[src/rtl/ibex_pkg.sv]
// Shared types for the instruction-bus arbiter slice.
// Latency: n/a (types and helpers only).
// Backpressure: n/a.
package ibex_pkg;

  // Requesters that can own the shared instruction bus.
  typedef enum logic {
    ARB_SRC_FETCH = 1'b0,
    ARB_SRC_AUX   = 1'b1
  } arb_src_e;

  // Upper bound on granted-but-unanswered requests the arbiter can track.
  localparam int unsigned ARB_MAX_OUTSTANDING_LIMIT = 4;

  // The requester that is not s; used to hand contention to the other side.
  function automatic arb_src_e arb_other_src(arb_src_e s);
    return (s == ARB_SRC_FETCH) ? ARB_SRC_AUX : ARB_SRC_FETCH;
  endfunction

endpackage

[src/rtl/ibex_instr_arb_id_fifo.sv]
// Outstanding-ID queue: remembers which requester owns each granted, unanswered request.
// Latency: push visible at head one cycle later; head is read combinationally.
// Backpressure: full_o blocks pushes, empty_o blocks pops; gated requests are dropped.
module ibex_instr_arb_id_fifo
  import ibex_pkg::*;
#(
  parameter int unsigned Depth = 2
) (
  input  logic     clk_i,
  input  logic     rst_ni,
  input  logic     push_i,
  input  arb_src_e push_id_i,
  input  logic     pop_i,
  output arb_src_e head_id_o,
  output logic     full_o,
  output logic     empty_o
);

  localparam int unsigned PtrW = (Depth > 1) ? $clog2(Depth) : 1;
  localparam int unsigned CntW = $clog2(Depth + 1);
  localparam logic [PtrW-1:0] PtrMax  = PtrW'(Depth - 1);
  localparam logic [CntW-1:0] CntFull = CntW'(Depth);

  arb_src_e        mem_q [Depth];
  logic [PtrW-1:0] wr_ptr_q;
  logic [PtrW-1:0] rd_ptr_q;
  logic [CntW-1:0] cnt_q;
  logic            do_push;
  logic            do_pop;

  assign full_o    = (cnt_q == CntFull);
  assign empty_o   = (cnt_q == '0);
  assign do_push   = push_i & ~full_o;
  assign do_pop    = pop_i & ~empty_o;
  assign head_id_o = mem_q[rd_ptr_q];

  // Storage and write pointer advance on every accepted push.
  always_ff @(posedge clk_i or negedge rst_ni) begin
    if (!rst_ni) begin
      for (int unsigned i = 0; i < Depth; i++) begin
        mem_q[i] <= ARB_SRC_FETCH;
      end
      wr_ptr_q <= '0;
    end else if (do_push) begin
      mem_q[wr_ptr_q] <= push_id_i;
      wr_ptr_q        <= (wr_ptr_q == PtrMax) ? '0 : wr_ptr_q + PtrW'(1);
    end
  end

  // Read pointer advances on every accepted pop.
  always_ff @(posedge clk_i or negedge rst_ni) begin
    if (!rst_ni) begin
      rd_ptr_q <= '0;
    end else if (do_pop) begin
      rd_ptr_q <= (rd_ptr_q == PtrMax) ? '0 : rd_ptr_q + PtrW'(1);
    end
  end

  // Occupancy: simultaneous push and pop leave it unchanged.
  always_ff @(posedge clk_i or negedge rst_ni) begin
    if (!rst_ni) begin
      cnt_q <= '0;
    end else begin
      unique case ({do_push, do_pop})
        2'b10:   cnt_q <= cnt_q + CntW'(1);
        2'b01:   cnt_q <= cnt_q - CntW'(1);
        default: cnt_q <= cnt_q;
      endcase
    end
  end

endmodule

[src/rtl/ibex_instr_bus_arbiter.sv]
// Two-requester arbiter (fetch, aux) for the shared instruction bus; policy set by IBEX_INSTR_ARB_ROUND_ROBIN_EN.
// Latency: req/addr/gnt and rvalid/rdata/err are all combinational pass-through (zero cycles).
// Backpressure: an ungranted request locks the selection; issue stalls once MaxOutstanding are in flight.
module ibex_instr_bus_arbiter
  import ibex_pkg::*;
#(
  parameter int unsigned MaxOutstanding = 2
) (
  input  logic        clk_i,
  input  logic        rst_ni,
  input  logic        fetch_req_i,
  input  logic [31:0] fetch_addr_i,
  output logic        fetch_gnt_o,
  output logic        fetch_rvalid_o,
  input  logic        aux_req_i,
  input  logic [31:0] aux_addr_i,
  output logic        aux_gnt_o,
  output logic        aux_rvalid_o,
  output logic        instr_req_o,
  output logic [31:0] instr_addr_o,
  input  logic        instr_gnt_i,
  input  logic        instr_rvalid_i,
  input  logic [31:0] instr_rdata_i,
  input  logic        instr_err_i,
  output logic [31:0] rdata_o,
  output logic        err_o,
  output logic        busy_o
);

  arb_src_e    sel_q;
  arb_src_e    sel_d;
  logic        lock_q;
  logic        lock_d;
  logic        sel_req;
  logic [31:0] sel_addr;
  logic        grant;
  logic        resp;
  logic        fifo_full;
  logic        fifo_empty;
  arb_src_e    head_id;

`ifdef IBEX_INSTR_ARB_ROUND_ROBIN_EN
  // Requester granted most recently; contention goes to the other one.
  arb_src_e    rr_q;
`endif

  // Pick the owner of the bus this cycle; a stalled owner keeps it.
  always_comb begin
    sel_d = sel_q;
    if (lock_q) begin
      sel_d = sel_q;
    end else if (fetch_req_i && !aux_req_i) begin
      sel_d = ARB_SRC_FETCH;
    end else if (!fetch_req_i && aux_req_i) begin
      sel_d = ARB_SRC_AUX;
    end else if (fetch_req_i && aux_req_i) begin
`ifdef IBEX_INSTR_ARB_ROUND_ROBIN_EN
      sel_d = arb_other_src(rr_q);
`else
      sel_d = ARB_SRC_FETCH;
`endif
    end
  end

  // Route the selected requester onto the bus and fan responses back out.
  always_comb begin
    sel_req        = (sel_d == ARB_SRC_FETCH) ? fetch_req_i  : aux_req_i;
    sel_addr       = (sel_d == ARB_SRC_FETCH) ? fetch_addr_i : aux_addr_i;
    // Full means MaxOutstanding in flight; a same-cycle rvalid does not free a slot early.
    instr_req_o    = sel_req & ~fifo_full;
    instr_addr_o   = instr_req_o ? sel_addr : 32'h0;
    grant          = instr_req_o & instr_gnt_i;
    fetch_gnt_o    = grant & (sel_d == ARB_SRC_FETCH);
    aux_gnt_o      = grant & (sel_d == ARB_SRC_AUX);
    // A response with nothing outstanding is dropped.
    resp           = instr_rvalid_i & ~fifo_empty;
    fetch_rvalid_o = resp & (head_id == ARB_SRC_FETCH);
    aux_rvalid_o   = resp & (head_id == ARB_SRC_AUX);
    rdata_o        = instr_rdata_i;
    err_o          = instr_err_i;
    busy_o         = ~fifo_empty | instr_req_o;
    // Lock on an unanswered request, release on grant, otherwise hold (covers full-stall).
    if (grant) begin
      lock_d = 1'b0;
    end else if (instr_req_o) begin
      lock_d = 1'b1;
    end else begin
      lock_d = lock_q;
    end
  end

  // Selection and lock state.
  always_ff @(posedge clk_i or negedge rst_ni) begin
    if (!rst_ni) begin
      sel_q  <= ARB_SRC_FETCH;
      lock_q <= 1'b0;
    end else begin
      sel_q  <= sel_d;
      lock_q <= lock_d;
    end
  end

`ifdef IBEX_INSTR_ARB_ROUND_ROBIN_EN
  // Remember who won the last grant for fairness on the next contention.
  always_ff @(posedge clk_i or negedge rst_ni) begin
    if (!rst_ni) begin
      rr_q <= ARB_SRC_FETCH;
    end else if (grant) begin
      rr_q <= sel_d;
    end
  end
`endif

  ibex_instr_arb_id_fifo #(
    .Depth (MaxOutstanding)
  ) u_id_fifo (
    .clk_i     (clk_i),
    .rst_ni    (rst_ni),
    .push_i    (grant),
    .push_id_i (sel_d),
    .pop_i     (instr_rvalid_i),
    .head_id_o (head_id),
    .full_o    (fifo_full),
    .empty_o   (fifo_empty)
  );

`ifndef SYNTHESIS
  // A requester left waiting must keep its request and address steady.
  a_locked_stable: assert property (@(posedge clk_i) disable iff (!rst_ni)
    lock_q |-> (sel_req && (sel_addr == $past(sel_addr))))
    else $error("locked requester changed req or address");

  // Responses must match an outstanding request; strays are ignored by the logic.
  a_rvalid_has_id: assert property (@(posedge clk_i) disable iff (!rst_ni)
    instr_rvalid_i |-> !fifo_empty)
    else $warning("stray instr_rvalid_i ignored: no outstanding ID");

  // Only one requester may be granted at a time.
  a_gnt_onehot: assert property (@(posedge clk_i) disable iff (!rst_ni)
    !(fetch_gnt_o && aux_gnt_o))
    else $error("both grants high");
`endif

endmodule

[config.mk]
export PLATFORM = sky130hd
export DESIGN_NAME = ibex_instr_bus_arbiter
export DESIGN_NICKNAME = d
export VERILOG_FILES = /design/src/rtl/ibex_pkg.sv /design/src/rtl/ibex_instr_arb_id_fifo.sv /design/src/rtl/ibex_instr_bus_arbiter.sv
export SDC_FILE = /design/constraint.sdc
export NUM_CORES = 1
export LEC_CHECK = 0
export BUFFER_PORTS_ARGS = -buffer_cell sky130_fd_sc_hd__buf_2
export CAP_MARGIN = 20
export CORE_ASPECT_RATIO = 1.2
export CORE_MARGIN = 5
export CORE_UTILIZATION = 41
export CTS_CLUSTER_SIZE = 14
export DETAILED_ROUTE_END_ITERATION = 8
export PLACE_DENSITY = 0.88
export SLEW_MARGIN = 20
export SYNTH_ARGS = -nofsm -noshare
export SYNTH_HDL_FRONTEND = slang
export SYNTH_HIERARCHICAL = 1
export SYNTH_SLANG_ARGS = --single-unit
[constraint.sdc]
create_clock -name clk_i -period 4.8 [get_ports clk_i]
set_input_delay 0.48 -clock clk_i [delete_from_list [all_inputs] [get_ports clk_i]]
set_output_delay 0.48 -clock clk_i [all_outputs]
set_load 0.03 [all_outputs]
-- Word level (Yosys, flattened, before mapping)
Cells that the tools add are included.
- register bits: 8
- input bits: 103
- output and inout bits: 71
- logic and storage cells: 59
- $add $sub $neg: 4
- magnitude comparators: 3
- eq/ne operators: 3
- mux-type cells: 18
- bitwise gates (word level): 15
- reductions and logical operators: 9
- operators with widths (operator ; count):
    32-bit 2-to-1 mux ; 2
    1-bit 2-to-1 mux ; 13
    1-bit bitwise AND ; 8
    2-bit equality test, second input constant ; 2
    2-bit greater-or-equal comparator, second input constant ; 2
    1-bit logical AND ; 4
    1-bit NOT ; 4
    1-bit NOT with 2-bit output ; 2
    2-bit one-hot mux with 2 select lines ; 1
    2-bit nonzero test ; 2
    1-bit adder, second input constant ; 2
    2-bit by 1-bit adder with 2-bit output, second input constant ; 1
    2-bit bitwise mux ; 1
    2-bit by 1-bit equality test with 1-bit output, second input constant ; 1
    1-bit zero test ; 2
    2-bit zero test ; 1
    2-bit by 1-bit less-than comparator with 1-bit output, second input constant ; 1
    2-bit by 1-bit subtractor with 2-bit output, second input constant ; 1
    1-bit demux with 1-bit select ; 1
    1-bit bitwise OR ; 1

-- Longest topological paths before layout
Gate-level depths: netlist of run 1.
- depth in word-level cells: 11
- mapped depth: 11

-- Modules after synthesis
The synthesis of run 1 kept the hierarchy.
- by module, submodules not included (module ; times used ; cells an instance ; area each (sq um) ; sequential area each (sq um)):
    ibex_instr_bus_arbiter ; 1 ; 212 ; 1590.3 ; 50.0
    ibex_instr_arb_id_fifo ; 1 ; 23 ; 282.8 ; 150.1

-- Worst setup path after synthesis of run 1
No wires, ideal clock.
- kind: input to output
- start: in fetch_req_i
- end: out aux_gnt_o
- arrival time: 1.757 ns
- slack: 2.563 ns
- stages on the path: 4
- buffers on the path: 1
- cell sequence: buf_4 -> a21boi_2 -> o221ai_4 -> nor3b_1
- cells in the longest elaborated chain, start to end: 9
- elaborated cells on any way between the ends: 12
- RTL lines (what ; line ; source):
    start: declaration ; ibex_instr_bus_arbiter.sv:11 ; input logic fetch_req_i,
    1-bit logical AND / 1-bit zero test (equally long branches) ; ibex_instr_bus_arbiter.sv:56, ibex_instr_bus_arbiter.sv:54 ;
    1-bit 2-to-1 mux / 1-bit logical AND (equally long branches) ; ibex_instr_bus_arbiter.sv:56, ibex_instr_bus_arbiter.sv:54 ;
    1-bit 2-to-1 mux ; ibex_instr_bus_arbiter.sv:54 ; end else if (!fetch_req_i && aux_req_i) begin
    1-bit 2-to-1 mux ; ibex_instr_bus_arbiter.sv:52 ; end else if (fetch_req_i && !aux_req_i) begin
    1-bit 2-to-1 mux ; ibex_instr_bus_arbiter.sv:50 ; if (lock_q) begin
    1-bit 2-to-1 mux ; ibex_instr_bus_arbiter.sv:67 ; sel_req = (sel_d == ARB_SRC_FETCH) ? fetch_req_i : aux_req_i;
    1-bit bitwise AND ; ibex_instr_bus_arbiter.sv:70 ; instr_req_o = sel_req & ~fifo_full;
    1-bit bitwise AND ; ibex_instr_bus_arbiter.sv:72 ; grant = instr_req_o & instr_gnt_i;
    1-bit bitwise AND * ; ibex_instr_bus_arbiter.sv:74 ; aux_gnt_o = grant & (sel_d == ARB_SRC_AUX);
    end: declaration ; ibex_instr_bus_arbiter.sv:17 ; output logic aux_gnt_o,
Mark *: on every way between the ends. The rest lies on a longest branch, timed or not.

-- Worst setup path after layout of run 1
- start: reg sel_q
- end: out instr_addr_o[28]
- cells in the longest elaborated chain, start to end: 7
- elaborated cells on any way between the ends: 8
- RTL lines (what ; line ; source):
    start: declaration ; ibex_instr_bus_arbiter.sv:30 ; arb_src_e sel_q;
    start signal: assignment ; ibex_instr_bus_arbiter.sv:98 ; sel_q <= sel_d;
    1-bit 2-to-1 mux ; ibex_instr_bus_arbiter.sv:56 ; end else if (fetch_req_i && aux_req_i) begin
    1-bit 2-to-1 mux ; ibex_instr_bus_arbiter.sv:54 ;
    1-bit 2-to-1 mux ; ibex_instr_bus_arbiter.sv:52 ;
    1-bit 2-to-1 mux * ; ibex_instr_bus_arbiter.sv:50 ;
    1-bit 2-to-1 mux ; ibex_instr_bus_arbiter.sv:67 ;
    1-bit bitwise AND ; ibex_instr_bus_arbiter.sv:70 ;
    32-bit 2-to-1 mux * ; ibex_instr_bus_arbiter.sv:71 ; instr_addr_o = instr_req_o ? sel_addr : 32'h0;
    end: declaration ; ibex_instr_bus_arbiter.sv:20 ; output logic [31:0] instr_addr_o,
Marked as above.

==> summary.txt, run 1 <==
Timing
  • Endpoints failing setup: 0
  • Final Hold Fails: 0
  • RSZ-0062 raised after global routing: false
  • Period minus WS final: 2.99 ns
  • Relative slew slack: 34.6%
  • Fmax: 335 MHz
  • Final Max Slew Viols: 0
  • Setup TNS: 0 ns
  • Final Cycle Share: 62.3%
  • Worst-Margin Slew: 0.981 ns
  • Clock skew: 0.00646 ns
  • Post-route setup slack: 1.81 ns

Place
  • Pre-CTS setup slack: 1.73 ns
  • I/O Buffers: 107
  • Placer congestion estimate: 0.804
  • Post-DP HPWL: 3920 um

Global routing
  • Most Crowded Layer GR: met2
  • M3 GR Usage: 4.10%
  • Met2 GRT Util: 30.4%
  • Initial antenna violation count: 0
  • M1 GR Usage: 18.8%
  • All-Layer GR Usage: 17.0%
  • Vias in the first global route: 1,960
  • Pin count of the biggest net entering global routing: 69
  • First-pass GRT wire length: 8710 um
  • Grt ovf: 0

Floorplan
  • DIE AREA: 6030 um^2
  • Die height: 84.0 um
  • IO Count: 174
  • Chip width: 71.7 um
  • Placeable Area: 4530 um^2
  • Rows: 27
  • Initial core utilization: 41.4%

Setup path
  • Delay-heaviest family, CP: flip-flops
  • Critical-path top delay cell: dfrtp_2
  • WP buf/inv: 2
  • CP arrival: 2.51 ns
  • Critical Path End Type: output pin
  • CP Max Fanout: 68
  • CP Class: flop to output pin
  • WP data required: 4.32 ns
  • Crit-path max cell delay: 1.00 ns
  • Crit-path cells: a21boi_2 -> o221ai_4 -> buf_16 -> a31oi_1 -> buf_2
  • Startpoint Class: flop

Logic synthesis
  • Ys Warns: 6
  • Synth Area in XOR/XNOR: 2.34%
  • Register area share after synthesis: 10.7%
  • Syn_area_per_cell: 7.97 um^2
  • Post-Syn Area: 1870 um^2
  • Syn nets: 339
  • Largest family of logic cells by synthesized area: simple AND/OR/NAND/NOR gates
  • Synth Area in Adders: 0.668%
  • Count of cell types in the netlist: 30
  • Post-Synth Simple-Gate Area: 31.5%
  • Yosys reg bits: 8
  • Synthesized netlist cell count: 235
  • Multiplexer area fraction after synthesis: 2.34%
  • Compound-Gate Fraction of Synth Area: 29.9%

CTS
  • CTS tree: yes
  • Clock sink total: 8
  • Clk pin slew, worst setup/hold paths: 0.04 ns
  • Clock Latency Late Sink: 0.23 ns
  • Hold-fix buffer count after cts: 0
  • Clock buffer depth: 2
  • Post-CTS Setup Bufs: 0
  • Post-CTS sizing: 0
  • Root Driver: clkbuf_8
  • TritonCTS buffer count: 3
  • H-tree Lvls: 1

Pwr
  • Final Power: 1440 uW
  • P_leak: 0.000898 uW
  • Maximum VDD drop: 0.401 mV
  • Pwr/cell area: 665 nW/um^2

Routing
  • Via density: 5.86
  • Avg WL per Cell: 15.8 um
  • # DRC: 0
  • Violation count after the first detailed-route iteration: 127
  • Via Count: 2,022
  • Total wire length: 5440 um
  • TritonRoute pass-1 iters: 5
  • Detail Route Antenna Nets: 0

Run status
  • Status: completed

Layout
  • Area Overhead vs Synth: 15.7%
  • # diodes: 0
  • # nets final: 392
  • Layout cells sized above 1: 46.0%

Min path
  • Worst min path class: input port to asynchronous set/reset pin

Job
  • Number of max-cap violations: 0
## Yosys cell counts (all sizes together)
master	n	area, um^2
nand3b	65	488
buf	53	374
o211ai	33	248
a31oi	32	263
clkbuf	9	33.8
dfrtp	8	200
inv	4	15.0
mux2	3	33.8
nand2	3	11.3
nand2b	3	21.3
nor2	3	11.3
xnor2	3	26.3
nor2b	2	12.5
nor3b	2	15.0
xor2	2	17.5
a21boi	1	11.3
and3b	1	8.76
ha	1	12.5
mux2i	1	10.0
nand3	1	5.00
nor3	1	5.00
o21a	1	7.51
o21ai	1	5.00
o221ai	1	26.3
or2b	1	11.3
## worst paths after layout
path	endpoint	from	depth (start not counted)	slack [ns]
worst max-delay path	instr_addr_o[28]	sel_q	5	1.81
worst min-delay path	u_id_fifo/rd_ptr_q	rst_ni	1	0.08
worst max register to register	u_id_fifo/cnt_q[1]	sel_q	8	1.94
worst min register to register	u_id_fifo/rd_ptr_q	u_id_fifo/rd_ptr_q	1	0.49
max in group asynchronous	sel_q	rst_ni	1	4.54
min in group clk_i	u_id_fifo/rd_ptr_q	u_id_fifo/rd_ptr_q	1	0.49
## metal layers
layer	share of wire [%]	routed length [um]
met2	50	2720
met4	1.9	103
met1	38	2090
met5	0	0
met3	9.7	527
## cell usage in the layout (no fill, tap or decap), types with 3 or more instances in the layout
| cell | synthesis | final |
|---|---|---|
| buf_2 | 14 | 107 |
| nand3b_1 | 65 | 65 |
| o211ai_1 | 33 | 33 |
| a31oi_1 | 22 | 22 |
| a31oi_2 | 10 | 10 |
| dfrtp_1 | 8 | 7 |
| inv_1 | 4 | 4 |
| nor2_1 | 3 | 3 |
| nand2_1 | 3 | 3 |
| clkbuf_8 | 0 | 3 |
| xnor2_1 | 3 | 3 |
## cell type report
type,count,area [um^2]
clock buffers,4,45.0
fillers,466,2360
inverters,4,15.0
multi-input cells,161,1250
flip-flops and latches,8,201
well taps,58,72.6
repair buffers,110,578
## cell families after synthesis
logic type | Yosys count
buf+inv | 66
mux | 4
fa+ha+maj | 1
flops | 8
simple gates | 82
compound gates | 69
xor+xnor | 5
## state kept, by name (all words and copies together) (netlist names)
name	cells
u_id_fifo/wr_ptr_q	1
u_id_fifo/mem_q	2
u_id_fifo/rd_ptr_q	1
lock_q	1
u_id_fifo/cnt_q	2
sel_q	1
## power by group
part	switching, uW	internal, uW	total (uW)
Sequential	112	103	215
Combinational	694	446	1140
Clock	28.2	57.7	85.9
Total	834	607	1440
## worst register-to-register path, cell delays in order, from the launching register on
cell and delay (ns):
dfrtp_2 1.00, a21boi_2 0.15, o221ai_4 0.62, buf_16 0.24, nor2_1 0.08, nand2_1 0.11
ha_1 0.26, nor2_1 0.14, xor2_1 0.16
## metrics by stage
step,hold WS (ns),std cells,area (um^2),utilization [%]
after CTS,0.0806,344,2140,47.3
final,0.0815,345,2170,47.9
after global routing,0.0879,345,2170,47.9
after detailed placement,0.332,340,2090,46.3
after floorplan,0.184,235,1870,-
after global placement,0.331,340,2090,46.2
Note: power is estimated with default switching activity, not from simulation.
==> run 2: changes to the inputs <==
CORE_UTILIZATION = 34   (was 41)
PLACE_DENSITY = 0.78   (was 0.88)
clock period = 2.4 ns   (was 4.8 ns; I/O delays follow)
==> summary.txt, run 2 (synthesis gave the netlist of run 1 again) <==
Run status
  • Status: completed

Global routing
  • Vias in the first global route: 2,058
  • Grt ovf: 0
  • First-pass GRT wire length: 9330 um
  • All-Layer GR Usage: 15.1%
  • Pin count of the biggest net entering global routing: 35
  • Initial antenna violation count: 0

Pwr
  • Maximum VDD drop: 0.938 mV
  • Pwr/cell area: 1310 nW/um^2
  • P_leak: 0.000932 uW

Routing
  • Detail Route Antenna Nets: 0
  • # DRC: 0
  • TritonRoute pass-1 iters: 4
  • Via density: 5.57
  • Avg WL per Cell: 15.7 um
  • Via Count: 1,994
  • Total wire length: 5620 um
  • Violation count after the first detailed-route iteration: 86

Place
  • Placer congestion estimate: 0.704
  • Post-DP HPWL: 4240 um
  • I/O Buffers: 107

CTS
  • Clk pin slew, worst setup/hold paths: 0.05 ns
  • Clock Latency Late Sink: 0.23 ns
  • Post-CTS sizing: 0
  • Clock sink total: 8
  • Root Driver: clkbuf_8
  • Clock buffer depth: 2
  • H-tree Lvls: 1
  • CTS tree: yes
  • TritonCTS buffer count: 3

Floorplan
  • Initial core utilization: 35.1%
  • Die height: 91.3 um
  • IO Count: 174
  • Placeable Area: 5330 um^2
  • Chip width: 77.8 um
  • DIE AREA: 7100 um^2
  • Rows: 29

Timing
  • Final Cycle Share: 90.6%
  • Worst-Margin Slew: 0.391 ns
  • Fmax: 460 MHz
  • Final Hold Fails: 0
  • Hold WS: 0.346 ns
  • Relative slew slack: 73.9%
  • Clock skew: 0.00795 ns
  • Period minus WS final: 2.17 ns
  • RSZ-0062 raised after global routing: false
  • Setup TNS: 0 ns
  • Final Max Slew Viols: 0
  • Endpoints failing setup: 0

Layout
  • # diodes: 0
  • Final core utilization: 41.6%
  • FILL cells: 566
  • Layout cells sized above 1: 47.0%
  • # nets final: 401
  • Most frequent cells in the layout: 107 x buf_2, 65 x nand3b_1, 33 x o211ai_1
  • Biggest registers after layout: u_id_fifo/cnt_q x2, u_id_fifo/mem_q x2
  • Commonest non-fill, non-tap cell in the layout: buf_2
  • Area Overhead vs Synth: 18.5%

Setup path
  • WP data required: 2.16 ns
  • Worst r2r dst: u_id_fifo/cnt_q[1]
  • Number of cells on the critical path: 5
  • RR Startpoint: lock_q
  • CP startpoint: lock_q
  • Crit path to: instr_addr_o[24]
  • Critical-path top delay cell: dfrtp_1
  • Crit-path max cell delay: 0.52 ns
  • CP arrival: 1.93 ns
  • CP Max Fanout: 14
  • CP Class: flop to output pin
  • Startpoint Class: flop
  • Worst-case reg-to-reg path depth: 8
  • Critical Path End Type: output pin
  • R2r setup slk: 0.44 ns
  • WP buf/inv: 2
  • Crit-path cells: nand2b_1 -> buf_4 -> o211ai_1 -> a31oi_1 -> buf_2
  • Delay-heaviest family, CP: flip-flops

Job
  • Number of max-cap violations: 0

Min path
  • Worst min path class: input port to flop
==> run 2: worst min path at each step <==
| stage | cells past startpoint | to | slack, ns | startpoint |
|---|---|---|---|---|
| after floorplan | 0 | lock_q | -0.06 | rst_ni |
| after global placement | 1 | u_id_fifo/cnt_q[0] | 0.09 | rst_ni |
| after detailed placement | 1 | u_id_fifo/cnt_q[0] | 0.09 | rst_ni |
| after CTS | 4 | lock_q | 0.34 | instr_gnt_i |
| after global routing | 4 | lock_q | 0.39 | instr_gnt_i |
| final | 4 | lock_q | 0.35 | instr_gnt_i |
==> run 2: cell type report <==
class | instances | area, um^2 | area share, %
inverter | 4 | 15.0 | 0.676
tap | 62 | 77.6 | 3.49
multi-input combinational | 161 | 1250 | 56.4
timing repair buffer | 119 | 628 | 28.3
clock buffer | 4 | 45.0 | 2.03
sequential | 8 | 201 | 9.08
==> run 2: layer usage <==
layer  global-route usage (%)  wire, um  part of all wire (%)
met1                     16.4      2120                    38
met2                     28.4      2940                    52
met3                     3.66       432                   7.7
met4                     4.30       129                   2.3
met5                        0         0                     0
==> run 2: worst register-to-register path: stages, from the launching register on <==
cell,delay (ns)
dfrtp_1,0.48
buf_4,0.22
nand2b_1,0.12
o221ai_4,0.12
nor2_1,0.17
nand2_1,0.12
ha_1,0.35
nor2_1,0.14
xor2_1,0.16
==> run 2: through the flow <==
step,cell area [um^2],cells,total power [uW],setup WS [ns]
2_1_floorplan,1870,235,2310,0.466
3_3_place_gp,2160,353,2710,0.464
3_5_place_dp,2160,353,2750,0.426
4_1_cts,2220,358,2940,0.195
5_1_grt,2220,358,3130,0.0819
6_report,2220,358,2900,0.226
==> run 2: timing repair <==
item / in CTS / in global routing
hold buffers: 1 / 0
buffers inserted: 0 / 0
hold endpoints to repair: 8 / 0
==> run 2: where the power goes <==
part           total, uW  internal (uW)  switching, uW
clock network        171            115           55.3
registers            283            210           73.6
logic               2450            912           1530
==> run 3: changes to the inputs <==
CORE_UTILIZATION = 35   (was 34)
CTS_BUF_LIST = sky130_fd_sc_hd__clkbuf_2   (was not set)
PLACE_DENSITY = 0.8   (was 0.78)
==> summary.txt, run 3 (synthesis gave the netlist of run 1 again) <==
CTS
  • H-tree Lvls: 1
  • CTS tree: yes
  • Root Driver: clkbuf_2
  • Clk pin slew, worst setup/hold paths: 0.09 ns
  • Clock buffer depth: 2
  • Clock sink total: 8
  • Clock Latency Late Sink: 0.24 ns
  • TritonCTS buffer count: 3

Place
  • I/O Buffers: 107
  • Post-DP HPWL: 4370 um
  • Placer congestion estimate: 0.716
  • Pre-CTS setup slack: 0.345 ns
  • Inst Count DP: 353

Layout
  • Layout cells sized above 1: 47.3%
  • Commonest non-fill, non-tap cell in the layout: buf_2
  • Most frequent cells in the layout: 107 x buf_2, 65 x nand3b_1, 33 x o211ai_1
  • Non-Filler Instances: 358
  • Biggest registers after layout: u_id_fifo/cnt_q x2, u_id_fifo/mem_q x2
  • # diodes: 0
  • # nets final: 401
  • Area Overhead vs Synth: 17.6%

Timing
  • RSZ-0062 raised after global routing: false
  • Clock skew: 0.00727 ns
  • Final Cycle Share: 91.7%
  • Relative slew slack: 59.0%
  • Fmax: 455 MHz
  • Endpoints failing setup: 0
  • Final Hold Fails: 0
  • Period minus WS final: 2.20 ns
  • Hold WS: 0.311 ns
  • Final Max Slew Viols: 0
  • Setup TNS: 0 ns
  • Worst-Margin Slew: 0.615 ns
  • Post-route setup slack: 0.200 ns

Global routing
  • Grt ovf: 0
  • Pin count of the biggest net entering global routing: 39
  • First-pass GRT wire length: 9390 um
  • Vias in the first global route: 2,041
  • Initial antenna violation count: 0
  • All-Layer GR Usage: 15.6%

Pwr
  • P_leak: 0.000929 uW
  • Final Power: 2840 uW
  • Maximum VDD drop: 0.716 mV
  • Pwr/cell area: 1290 nW/um^2

Routing
  • TritonRoute pass-1 iters: 4
  • Via density: 5.73
  • Detail Route Antenna Nets: 0
  • # DRC: 0
  • Total wire length: 5760 um
  • Avg WL per Cell: 16.1 um
  • Violation count after the first detailed-route iteration: 74
  • Via Count: 2,051

Min path
  • Worst min path class: input port to flop

Setup path
  • CP Max Fanout: 21
  • R2r setup slk: 0.30 ns
  • CP arrival: 1.96 ns
  • CP Class: flop to output pin
  • Critical Path End Type: output pin
  • WP data required: 2.16 ns
  • Startpoint Class: flop

Floorplan
  • Rows: 29
  • Die height: 90.1 um
  • Placeable Area: 5260 um^2
  • DIE AREA: 6920 um^2
  • IO Count: 174
  • Initial core utilization: 35.6%
  • Chip width: 76.8 um

Job
  • Number of max-cap violations: 0

Run status
  • Status: completed
## run 3: cell counts in the layout (fill, tap and decap cells not counted)
Identical to the previous run, type by type.
## run 3: path summary, 6_finish.rpt
path                                    start                 end  cells after the start
max                        u_id_fifo/cnt_q[0]     instr_addr_o[1]                      7
min                               instr_gnt_i              lock_q                      4
max reg2reg                u_id_fifo/cnt_q[0]  u_id_fifo/cnt_q[1]                      9
min reg2reg                u_id_fifo/rd_ptr_q  u_id_fifo/rd_ptr_q                      1
max in group asynchronous              rst_ni               sel_q                      2
min in group asynchronous              rst_ni              lock_q                      2
## run 3: what timing repair did
action,CTS,global route
setup endpoints to repair,0,1
hold buffers,1,0
hold endpoints to repair,8,0
gates resized for setup,0,2
buffers inserted,0,0
## run 3: through the flow
stage	util (%)	area, um^2
6_report	41.9	2200
5_1_grt	41.9	2200
4_1_cts	41.7	2190
2_1_floorplan	-	1870
3_3_place_gp	41.1	2160
3_5_place_dp	41.1	2160
## run 3: layer usage
layer,vias up,routed length [um],track usage (%)
li1,977,-,-
met1,967,2000,16.0
met2,97,3120,29.8
met3,10,530,4.50
met4,0,112,4.08
met5,-,0,0
## run 3: layout make-up
type	instances	area (um^2)
clock buffer	4	20.0
multi-input combinational	161	1250
inverter	4	15.0
timing repair buffer	119	636
fill	559	3060
tap	62	77.6
sequential	8	201
## run 3: power by group
part / switching (uW) / internal [uW]
logic: 1550 / 911
registers: 70.6 / 209
clock network: 51.7 / 44.3
## run 3: critical path, cell delays in order, from the launching register on
cell,delay (ns)
dfrtp_1,0.42
nand2b_2,0.18
inv_1,0.05
inv_1,0.10
o221ai_4,0.26
buf_6,0.28
a31oi_1,0.19
buf_2,0.23
